==> config.mk <==
export PLATFORM = sky130hd
export DESIGN_NAME = tohost_monitor
export DESIGN_NICKNAME = d
export VERILOG_FILES = /design/src/rtl/tohost_pkg.sv /design/src/rtl/tohost_decode.sv /design/src/rtl/tohost_monitor.sv
export SDC_FILE = /design/constraint.sdc
export NUM_CORES = 1
export LEC_CHECK = 0
export CORE_UTILIZATION = 40
export CTS_BUF_LIST = sky130_fd_sc_hd__clkbuf_8 sky130_fd_sc_hd__clkbuf_16
export DETAILED_ROUTE_END_ITERATION = 7
export PLACE_DENSITY = 0.72
export SLEW_MARGIN = 20
export SYNTH_ARGS = -nofsm -noshare
export SYNTH_HDL_FRONTEND = slang
export SYNTH_SLANG_ARGS = --single-unit
==> constraint.sdc <==
create_clock -name clk -period 3.4 [get_ports clk]
set_input_delay 0.34 -clock clk [delete_from_list [all_inputs] [get_ports clk]]
set_output_delay 0.34 -clock clk [all_outputs]
set_load 0.005 [all_outputs]
==> src/rtl/tohost_pkg.sv <==
// Shared definitions for the tohost run monitor: FSM encoding and the
// result-word conventions written by test programs to the tohost address.
package tohost_pkg;

  typedef enum logic [1:0] {
    ST_CORE_RST = 2'd0,
    ST_RUN      = 2'd1,
    ST_DONE     = 2'd2
  } state_e;

  // A result word always has bit 0 set; the value 1 alone means pass,
  // otherwise the failing test number sits in the bits above bit 0.
  localparam int unsigned PASS_WORD = 1;
  localparam int unsigned CODE_LSB  = 1;

endpackage

==> src/rtl/tohost_decode.sv <==
// Per-hart tohost store decode: flags a result write and splits it into
// pass/fail and the failing test number.
module tohost_decode
  import tohost_pkg::*;
#(
  parameter int unsigned       ADDR_W      = 16,
  parameter int unsigned       DATA_W      = 32,
  parameter logic [ADDR_W-1:0] TOHOST_ADDR = 16'h1000
) (
  input  logic              wr_en,
  input  logic [ADDR_W-1:0] wr_addr,
  input  logic [DATA_W-1:0] wr_data,
  input  logic              reported,
  output logic              hit,
  output logic              is_pass,
  output logic [DATA_W-2:0] code
);

  assign hit     = wr_en && (wr_addr == TOHOST_ADDR) && wr_data[0] && !reported;
  assign is_pass = (wr_data == DATA_W'(PASS_WORD));
  assign code    = wr_data[DATA_W-1:CODE_LSB];

endmodule

==> src/rtl/tohost_monitor.sv <==
// Run controller: pulses core reset, watches every hart's tohost stores,
// and latches the pass/fail/timeout verdict until restarted.
module tohost_monitor
  import tohost_pkg::*;
#(
  parameter int unsigned       NUM_HARTS     = 1,
  parameter int unsigned       ADDR_W        = 16,
  parameter int unsigned       DATA_W        = 32,
  parameter logic [ADDR_W-1:0] TOHOST_ADDR   = 16'h1000,
  parameter int unsigned       TIMEOUT_TICKS = 5000,
  parameter int unsigned       RST_CYCLES    = 2,
  localparam int unsigned      HART_W        = (NUM_HARTS > 1) ? $clog2(NUM_HARTS) : 1
) (
  input  logic                           clk,
  input  logic                           rst,
  input  logic                           restart,
  input  logic [NUM_HARTS-1:0]           wr_en,
  input  logic [NUM_HARTS*ADDR_W-1:0]    wr_addr,
  input  logic [NUM_HARTS*DATA_W-1:0]    wr_data,
  output logic                           core_rst,
  output logic                           done,
  output logic                           pass,
  output logic                           timeout,
  output logic [HART_W-1:0]              fail_hart,
  output logic [DATA_W-2:0]              fail_code,
  output logic [31:0]                    cycles,
  output logic [NUM_HARTS-1:0]           hart_done
);

  localparam int unsigned          RCNT_W    = (RST_CYCLES > 1) ? $clog2(RST_CYCLES) : 1;
  localparam logic [RCNT_W-1:0]    RCNT_LAST = RCNT_W'(RST_CYCLES - 1);
  localparam logic [31:0]          TMO_LAST  = 32'(TIMEOUT_TICKS - 1);
  localparam logic [NUM_HARTS-1:0] ALL_HARTS = '1;

  state_e                 state_q, state_d;
  logic [RCNT_W-1:0]      rcnt_q, rcnt_d;
  logic [31:0]            cycles_q, cycles_d, cycles_inc;
  logic [NUM_HARTS-1:0]   hdone_q, hdone_d, hdone_all;
  logic                   pass_q, pass_d, tmo_q, tmo_d;
  logic [HART_W-1:0]      fhart_q, fhart_d, fail_idx;
  logic [DATA_W-2:0]      fcode_q, fcode_d, fail_val;
  logic [NUM_HARTS-1:0]   hit, is_pass;
  logic [DATA_W-2:0]      code [NUM_HARTS];
  logic                   fail_any;

  for (genvar h = 0; h < NUM_HARTS; h++) begin : g_hart
    tohost_decode #(
      .ADDR_W      (ADDR_W),
      .DATA_W      (DATA_W),
      .TOHOST_ADDR (TOHOST_ADDR)
    ) u_decode (
      .wr_en    (wr_en[h]),
      .wr_addr  (wr_addr[h*ADDR_W +: ADDR_W]),
      .wr_data  (wr_data[h*DATA_W +: DATA_W]),
      .reported (hdone_q[h]),
      .hit      (hit[h]),
      .is_pass  (is_pass[h]),
      .code     (code[h])
    );
  end

  // Lowest-numbered failing hart wins when several fail in one cycle.
  always_comb begin
    fail_any = 1'b0;
    fail_idx = '0;
    fail_val = '0;
    for (int unsigned h = 0; h < NUM_HARTS; h++) begin
      if (hit[h] && !is_pass[h] && !fail_any) begin
        fail_any = 1'b1;
        fail_idx = HART_W'(h);
        fail_val = code[h];
      end
    end
  end

  assign cycles_inc = (&cycles_q) ? cycles_q : cycles_q + 32'd1;
  assign hdone_all  = hdone_q | hit;

  always_comb begin
    state_d  = state_q;
    rcnt_d   = rcnt_q;
    cycles_d = cycles_q;
    hdone_d  = hdone_q;
    pass_d   = pass_q;
    tmo_d    = tmo_q;
    fhart_d  = fhart_q;
    fcode_d  = fcode_q;
    case (state_q)
      ST_CORE_RST: begin
        if (rcnt_q == RCNT_LAST) begin
          state_d  = ST_RUN;
          rcnt_d   = '0;
          cycles_d = '0;
        end else begin
          rcnt_d = rcnt_q + 1'b1;
        end
      end
      ST_RUN: begin
        cycles_d = cycles_inc;
        hdone_d  = hdone_all;
        if (fail_any) begin
          state_d = ST_DONE;
          fhart_d = fail_idx;
          fcode_d = fail_val;
          pass_d  = 1'b0;
        end else if (hdone_all == ALL_HARTS) begin
          state_d = ST_DONE;
          pass_d  = 1'b1;
        end else if ((hit == '0) && (cycles_q >= TMO_LAST)) begin
          // A pass that leaves the run open past the budget defers the
          // watchdog to the next hit-free cycle.
          state_d = ST_DONE;
          tmo_d   = 1'b1;
        end
      end
      ST_DONE: begin
        if (restart) begin
          state_d  = ST_CORE_RST;
          rcnt_d   = '0;
          cycles_d = '0;
          hdone_d  = '0;
          pass_d   = 1'b0;
          tmo_d    = 1'b0;
          fhart_d  = '0;
          fcode_d  = '0;
        end
      end
      default: state_d = ST_CORE_RST;
    endcase
  end

  always_ff @(posedge clk or negedge rst) begin
    if (!rst) begin
      state_q  <= ST_CORE_RST;
      rcnt_q   <= '0;
      cycles_q <= '0;
      hdone_q  <= '0;
      pass_q   <= 1'b0;
      tmo_q    <= 1'b0;
      fhart_q  <= '0;
      fcode_q  <= '0;
    end else begin
      state_q  <= state_d;
      rcnt_q   <= rcnt_d;
      cycles_q <= cycles_d;
      hdone_q  <= hdone_d;
      pass_q   <= pass_d;
      tmo_q    <= tmo_d;
      fhart_q  <= fhart_d;
      fcode_q  <= fcode_d;
    end
  end

  assign core_rst  = (state_q != ST_RUN);
  assign done      = (state_q == ST_DONE);
  assign pass      = pass_q;
  assign timeout   = tmo_q;
  assign fail_hart = fhart_q;
  assign fail_code = fcode_q;
  assign cycles    = cycles_q;
  assign hart_done = hdone_q;

endmodule

==> run_results.csv <==
group,metric,value,unit
outcome,status,"completed",
routing,routed-wl-met2,4.94,mm
clock_tree,cts_inserted_buffers,9,
sta,post-route-period-util,76.4,%
routing,postRouteWirelength,10.7,mm
synth,synth_top_cell_area_share,49.3,%
sta,least_margin_pin_slew,697,ps
routing,route.layer.met1.wl,4.67,mm
routing,routed-wl-met3,829,microns
power,power.leakage,1.93,nW
routing,drt_first_iter_violations,177,
critical_path,crit_type,"reg -> reg",
critical_path,cp_data_arrival_time,2870,ps
final_layout,stdcell_count,630,
clock_tree,clock_insertion_delay_worst_skew,360,ps
clock_tree,cts_setup_buffers,0,
final_layout,syn2layout_area_growth,43.2,%
grt,grt_pass1_wl,16.7,mm
place,port-buffer-count,119,
grt,antenna_violations_before_repair,0,
power,p_sw_share,32.6,%
clock_tree,cts.reportedPaths.clkPinSlew,80,ps
power,power_frac_comb,25.6,%
synth,synth_simple_gate_area_share,29.1,%
power,powerDensity,448,mW/mm^2
place,finalWeightedCongestion,0.827,
synth,syn-num-nets,456,
place,detailed_place_hpwl,7.72,mm
grt,globalRoute.totalOverflow,0,
place,placedCellCount,614,
clock_tree,htree_levels,3,
sta,hold_viol,0,
power,irDropWorstVdd,0.235,mV
power,total_power,0.00225,W
routing,drc_errors,0,
synth,postSynthRegisterBits,69,
synth,seq_area_frac_synth,49.3,%
grt,groute.usage.overall,24.0,%
sta,finalWorstPathRequiredPeriod,2600,ps
power,clock_group_share_of_total_power,32.8,%
synth,ys_types,51,
routing,ant_nets,0,
power,p_int,0.00151,W
final_layout,antenna_cells,0,
synth,synth_area_per_cell,8.69,sq um
sta,rsz0062_at_grt,"false",
routing,viasPerCell,5.79,
clock_tree,cts-hold-fix-buffers,0,
critical_path,cp_max_fo,6,
critical_path,cp_startpoint_kind,"flip-flop",
critical_path,r2r_start,"cycles[0]",
sta,worst_clock_skew,15.0,ps
hold_path,worst_hold_path_type,"in -> async",
routing,maxUsedRoutingLayer,"met4",
clock_tree,cts.path.max_buffers,2,
final_layout,number_of_nets_in_the_final_layout,573,
synth,number_of_flops_mapped_to_enable_cells_by_yosys,0,
sta,timing.max_slew.rel_slack,52.9,%
sta,timing.final.setup_violations,0,
synth,yosysWarningCount,0,
synth,top_cells_by_area_synth,"sky130_fd_sc_hd__dfrtp_1 49%, sky130_fd_sc_hd__nand2_1 8.7%, sky130_fd_sc_hd__o21ai_0 6.9%",
final_layout,drive_gt1_share,6.48,%
synth,syn-instance-count,403,
sta,final-max-slew-violation-count,0,
routing,routed-via-count,3650,
floorplanning,die_width,95.6,microns
critical_path,worst_path_required_time,3680,ps
sta,timing.hold.ws,19.1,ps
synth,main_combinational_cell_family_by_area_after_synthesis,"simple AND/OR/NAND/NOR gates",
synth,synth_compound_gate_area_share,17.0,%
routing,routed_length_per_placed_instance,16.9,microns
critical_path,reg2reg_depth,6,
floorplanning,floorplan.initialDensity,42.0,%
floorplanning,core_area,0.00834,sq mm
clock_tree,cts_resized,0,
clock_tree,clockRootBuffer,"sky130_fd_sc_hd__clkbuf_8",
synth,muxShareOfSynthArea,0.286,%
sta,fmax,385,MHz
synth,share_of_synthesized_flip_flops_with_an_asynchronous_set_or_reset,100,%
floorplanning,floorplan.die_area,0.00914,sq mm
sta,totalNegativeSetupSlack,0,ps
synth,ys_dominant_reg_cell,"sky130_fd_sc_hd__dfrtp_1",
critical_path,timing.critical_path.from,"cycles[0]",
power,p_switching,0.000733,W
flow_run,maxCapViolCount,0,
synth,synth_adder_area_share,0.357,%
floorplanning,pin_count,121,
clock_tree,clock_sinks,69,
floorplanning,row_count,33,
synth,synthDominantAreaCellType,"sky130_fd_sc_hd__dfrtp_1",
floorplanning,die-height,95.6,microns
clock_tree,tritoncts,"built",
synth,post_synth_xor_area_fraction,0.750,%
power,share_seq_of_total_power,41.6,%
synth,mappedNetlistArea,0.00350,sq mm
routing,dr.pass1.iters,4,
grt,grt_start_max_net_pins,40,
grt,grt_pass1_vias,3280,
critical_path,worstSetupEndpointType,"flip-flop",
final_layout,fin_util,60.2,%
[path summary, 6_finish.rpt]
| kind | end | slack [ps] |
|---|---|---|
| min in group clk | rcnt_q | 510 |
| worst max-delay path | cycles[30] | 800 |
| worst min-delay path | fail_code[26] | 20 |
| worst min register to register | rcnt_q | 510 |
| max in group asynchronous | cycles[9] | 2380 |
| worst max register to register | cycles[30] | 800 |
[worst max-delay path, stage by stage, from the launching register on]
cell                      delay, ps
sky130_fd_sc_hd__dfrtp_1        430
sky130_fd_sc_hd__ha_1           230
sky130_fd_sc_hd__nand4_1        170
sky130_fd_sc_hd__or4_4          590
sky130_fd_sc_hd__or4_4          530
sky130_fd_sc_hd__or4_1          410
sky130_fd_sc_hd__a21oi_1        160
[synth_stat cells (3+ instances only)]
cell and n:
sky130_fd_sc_hd__clkbuf_1 14, sky130_fd_sc_hd__o21ai_0 48, sky130_fd_sc_hd__and3_1 5, sky130_fd_sc_hd__a21oi_1 23
sky130_fd_sc_hd__nor3_1 4, sky130_fd_sc_hd__or3_1 17, sky130_fd_sc_hd__nor4_1 18, sky130_fd_sc_hd__nand2_1 81
sky130_fd_sc_hd__nor4b_1 3, sky130_fd_sc_hd__inv_1 6, sky130_fd_sc_hd__nand4_1 14, sky130_fd_sc_hd__nor2_1 20
sky130_fd_sc_hd__or4_1 7, sky130_fd_sc_hd__o21ai_1 4, sky130_fd_sc_hd__o31ai_1 5, sky130_fd_sc_hd__nand3_1 17
sky130_fd_sc_hd__dfrtp_1 69, sky130_fd_sc_hd__or2_2 4
[power groups by stage]
stage | registers (W) | clock network, W | logic, W
2_1_floorplan | 0.000931 | 0 | 0.000305
4_1_cts | 0.000935 | 0.000744 | 0.000578
3_5_place_dp | 0.000951 | 0 | 0.000577
6_report | 0.000935 | 0.000736 | 0.000576
3_3_place_gp | 0.000944 | 0 | 0.000567
5_1_grt | 0.000945 | 0.000785 | 0.000624
[per-layer routing]
layer  track usage, %  up-vias
li1                 -     1710
met1             32.0     1765
met2             39.0      155
met3             3.91       20
met4             9.20        0
met5                0        -
[sequential cells by signal, summed over array words and instances, names as in the netlist]
| register | count |
|---|---|
| cycles | 32 |
| fail_code | 31 |
| state_q | 2 |
| hart_done | 1 |
| pass | 1 |
| rcnt_q | 1 |
| timeout | 1 |
[area by class of cell]
type	count	area, sq um
Fill cell	741	3320
Sequential cell	69	1730
Multi-Input combinational cell	308	1680
Timing Repair Buffer	126	1240
Tap cell	105	131
Clock buffer	9	124
Clock inverter	7	91.3
Inverter	6	22.5
[cell families (layout without fill, tap and decap cells)]
kind of cell,after synthesis,after routing
flip-flops,69,69
buffers and inverters,26,148
other,1,1
adder cells (fa/ha/maj),1,1
XOR/XNOR,3,3
multiplexers,1,1
AO/OA/AOI/OAI,101,101
AND/OR/NAND/NOR,201,201
[cell usage in the layout, fill, tap and decap left out, types with 2 or more instances in the layout]
cell type	count
sky130_fd_sc_hd__a2111oi_2	2
sky130_fd_sc_hd__xnor2_1	2
sky130_fd_sc_hd__nand3_1	17
sky130_fd_sc_hd__clkinv_2	2
sky130_fd_sc_hd__and2_1	2
sky130_fd_sc_hd__clkdlybuf4s50_1	118
sky130_fd_sc_hd__o21ai_1	4
sky130_fd_sc_hd__nor4_1	18
sky130_fd_sc_hd__nand2_1	80
sky130_fd_sc_hd__o31ai_1	5
sky130_fd_sc_hd__or4_1	7
sky130_fd_sc_hd__a21oi_1	23
sky130_fd_sc_hd__a22o_1	2
sky130_fd_sc_hd__or4_4	2
sky130_fd_sc_hd__nor3_1	4
sky130_fd_sc_hd__nor2_1	20
sky130_fd_sc_hd__o211ai_1	2
sky130_fd_sc_hd__clkinv_4	2
sky130_fd_sc_hd__and3_1	5
sky130_fd_sc_hd__nand4_1	14
sky130_fd_sc_hd__clkbuf_8	9
sky130_fd_sc_hd__and4_1	2
sky130_fd_sc_hd__inv_1	7
sky130_fd_sc_hd__o31a_1	2
sky130_fd_sc_hd__nor4b_1	3
sky130_fd_sc_hd__or2_2	4
sky130_fd_sc_hd__o21ai_0	48
sky130_fd_sc_hd__buf_4	7
sky130_fd_sc_hd__dfrtp_1	69
sky130_fd_sc_hd__bufinv_16	2
sky130_fd_sc_hd__or3_1	17
[through the flow]
| step | instance area (sq um) | worst slack (ps) |
|---|---|---|
| floorplan | 3500 | 970 |
| detailed placement | 4800 | 789 |
| global placement | 4800 | 885 |
| global route | 5020 | 680 |
| CTS | 5020 | 787 |
| finish | 5020 | 804 |
(Power assumes the default switching activity.)
==> RTL change: new RTL, same settings <==
Reset style: synchronous (`rst`), changed in one clocked block.
--- a/src/rtl/tohost_monitor.sv
+++ b/src/rtl/tohost_monitor.sv
@@ -129,7 +129,7 @@
     endcase
   end
 
-  always_ff @(posedge clk or negedge rst) begin
+  always_ff @(posedge clk) begin
     if (!rst) begin
       state_q  <= ST_CORE_RST;
       rcnt_q   <= '0;
Check against the original RTL: differs if rst is asserted again (counterexample within 4 cycles, from zero or initial values and one cycle with rst low); with rst held inactive, the same outputs for 10 cycles.
==> RTL change against the unedited design <==
  * Worst hold slack improved by 0.45 ns
  * Non-clock buffer count decreased by 1
  * Synthesized cell count rose by 2.2%
  * Worst setup slack gained 0.30 ns
  * Wire length is 9.8% lower
  * Synthesized area fell by 3.3%
  * Design area down 2.7%
  * Die area shrank 3.2%
  * Critical path type unchanged
  * Sequential cell count unchanged
Power is not compared: it rests on default switching activity, and its combinational part moved more than twofold at a synthesized area within 25%.
==> RTL change: results (changes against the unedited design) <==
Outcome
  • Status: finished, final reports clean

Detailed routing
  • Drt pass-1 iters: 4 (unchanged)
  • Initial detailed-routing violation count: 233 (+32%)
  • DR WL/cell: 15.3 um (-9.8%)
  • DR vias/cell: 5.68 (-2.0%)
  • Via count: 3576 (-2.0%)

Layout
  • Multi-input gates: 311 (+0.97%)
  • Proportion of layout cells with a drive suffix above 1: 0.0667 (+0.00190)
  • Fill count: 762 (+2.8%)
  • Register Area: 0.00138 mm^2 (-20%)
  • Footprint of the multi-input gates: 0.00188 mm^2 (+12%)
  • Plain + repair buffers: 125 (-0.79%)
  • Final Core Density: 0.594 (-0.00738)
  • Final nets: 574 (+0.17%)
  • Diode count: 0 (unchanged)
  • Nonclk inv count: 5 (-1)
  • ClkCell Share: 0.0484 (+0.00554)
  • Non-Clock Buffer Area Fraction: 0.253 (+0.00632)

Global routing
  • GR Util All Layers: 0.218 (-0.0222)
  • Initial antenna violation count: 0 (unchanged)
  • First-pass GRT wire length: 15.1 mm (-9.5%)
  • Largest net degree at the start of global routing: 63 (+57%)
  • Vias in the first global route: 3152 (-3.9%)

Setup path
  • Crit path max-delay cell type: a2111oi_4
  • Max Fanout on Critical Path: 11 (+5)
  • Crit-path max cell delay: 0.71 ns (+0.12 ns)
  • Reg-to-Reg Start: state_q[0]
  • R2r worst-path depth: 5 (-1)
  • R2R setup slack: 1.10 ns (+0.30 ns)
  • Family with the most delay on the worst path: compound AO/OA/AOI/OAI gates
  • Reg2reg end: cycles[31]

Placed design
  • Final Wtd Congestion: 0.816 (-1.3%)
  • Dpl cell area: 0.00465 mm^2 (-3.2%)
  • Cell total after placement: 615 (+0.16%)
  • Placement Setup Slack: 0.807 ns (+0.0175 ns)
  • DPL Wire Length: 7.05 mm (-8.7%)

Logic synthesis
  • Multiplexer share of the synthesized area: 0.00296 (+0.0000982)
  • Synth Area in Compound Gates: 0.202 (+0.0324)
  • Synth cell count leaders: 69 x dfxtp_1, 58 x nand2_1, 46 x o21ai_0, 42 x nand3_1, 26 x a21oi_1
  • Syn Area/Cell: 8.22 um^2 (-5.4%)
  • Post-Synth Adder-Cell Area: 0.00369 (+0.000123)
  • Syn_nets: 465 (+2.0%)
  • Ranking of synthesized cells by area: dfxtp_1 41%, o21ai_0 6.8%, nand2_1 6.4%, nand3_1 6.2%, or4_1 4.0%
  • Netlist cell types: 52 (+2.0%)
  • Seq/Total Area, Yosys: 0.408 (-0.0850)
  • Synth async-reset ratio: 0 (-1.00)
  • Xor and xnor area share after synthesis: 0.00259 (-0.00491)

Worst hold path
  • Hold Path Origin: fail_code[23]
  • Hold crit path type: register to register

Power and ir drop
  • Worst vdd ir: 0.000305 V
  • Sw Ratio: 0.223
  • Leakage: 1.64 nW

Clock tree
  • Worst-Skew Late Latency: 0.34 ns (-0.02 ns)
  • Clk buf depth: 2 (unchanged)
  • # Post-CTS Setup Buffers: 0 (unchanged)

Timing
  • Relative slew slack: 0.478 (-0.0513)
  • Final Skew: 0.00530 ns (-0.00968 ns)
  • Hold_ws: 0.464 ns (+0.445 ns)
## RTL change: changes by cell type after synthesis, moves of 5 or more
cell and change:
nand2_1 -23, nand3_1 +25, nor2_1 -11, and4_1 +5, dfrtp_1 -69, nor4_1 -5, or4_1 +11, or3_1 -6
clkbuf_1 +5, o31ai_1 +7, dfxtp_1 +69
## RTL change: worst max-delay path by stage
stage / end / slack [ns] / cells after the start
6_report: cycles[31] / 1.10 / 5
5_1_grt: fail_code[11] / 0.92 / 6
4_1_cts: cycles[31] / 1.12 / 5
3_5_place_dp: fail_code[12] / 0.81 / 7
3_3_place_gp: cycles[31] / 0.89 / 6
2_1_floorplan: fail_code[0] / 1.46 / 6
## RTL change: per-layer routing
layer	up-vias	global-route usage	share of wire
li1	1767	-	-
met1	1698	0.292	0.45
met2	98	0.339	0.49
met3	13	0.0550	0.044
met4	0	0.0718	0.015
met5	-	0	0
## RTL change: worst min-delay path, stage by stage, from the launching register on
cell and delay [ns]:
dfxtp_1 0.32, nand3_1 0.06, o21ai_1 0.05
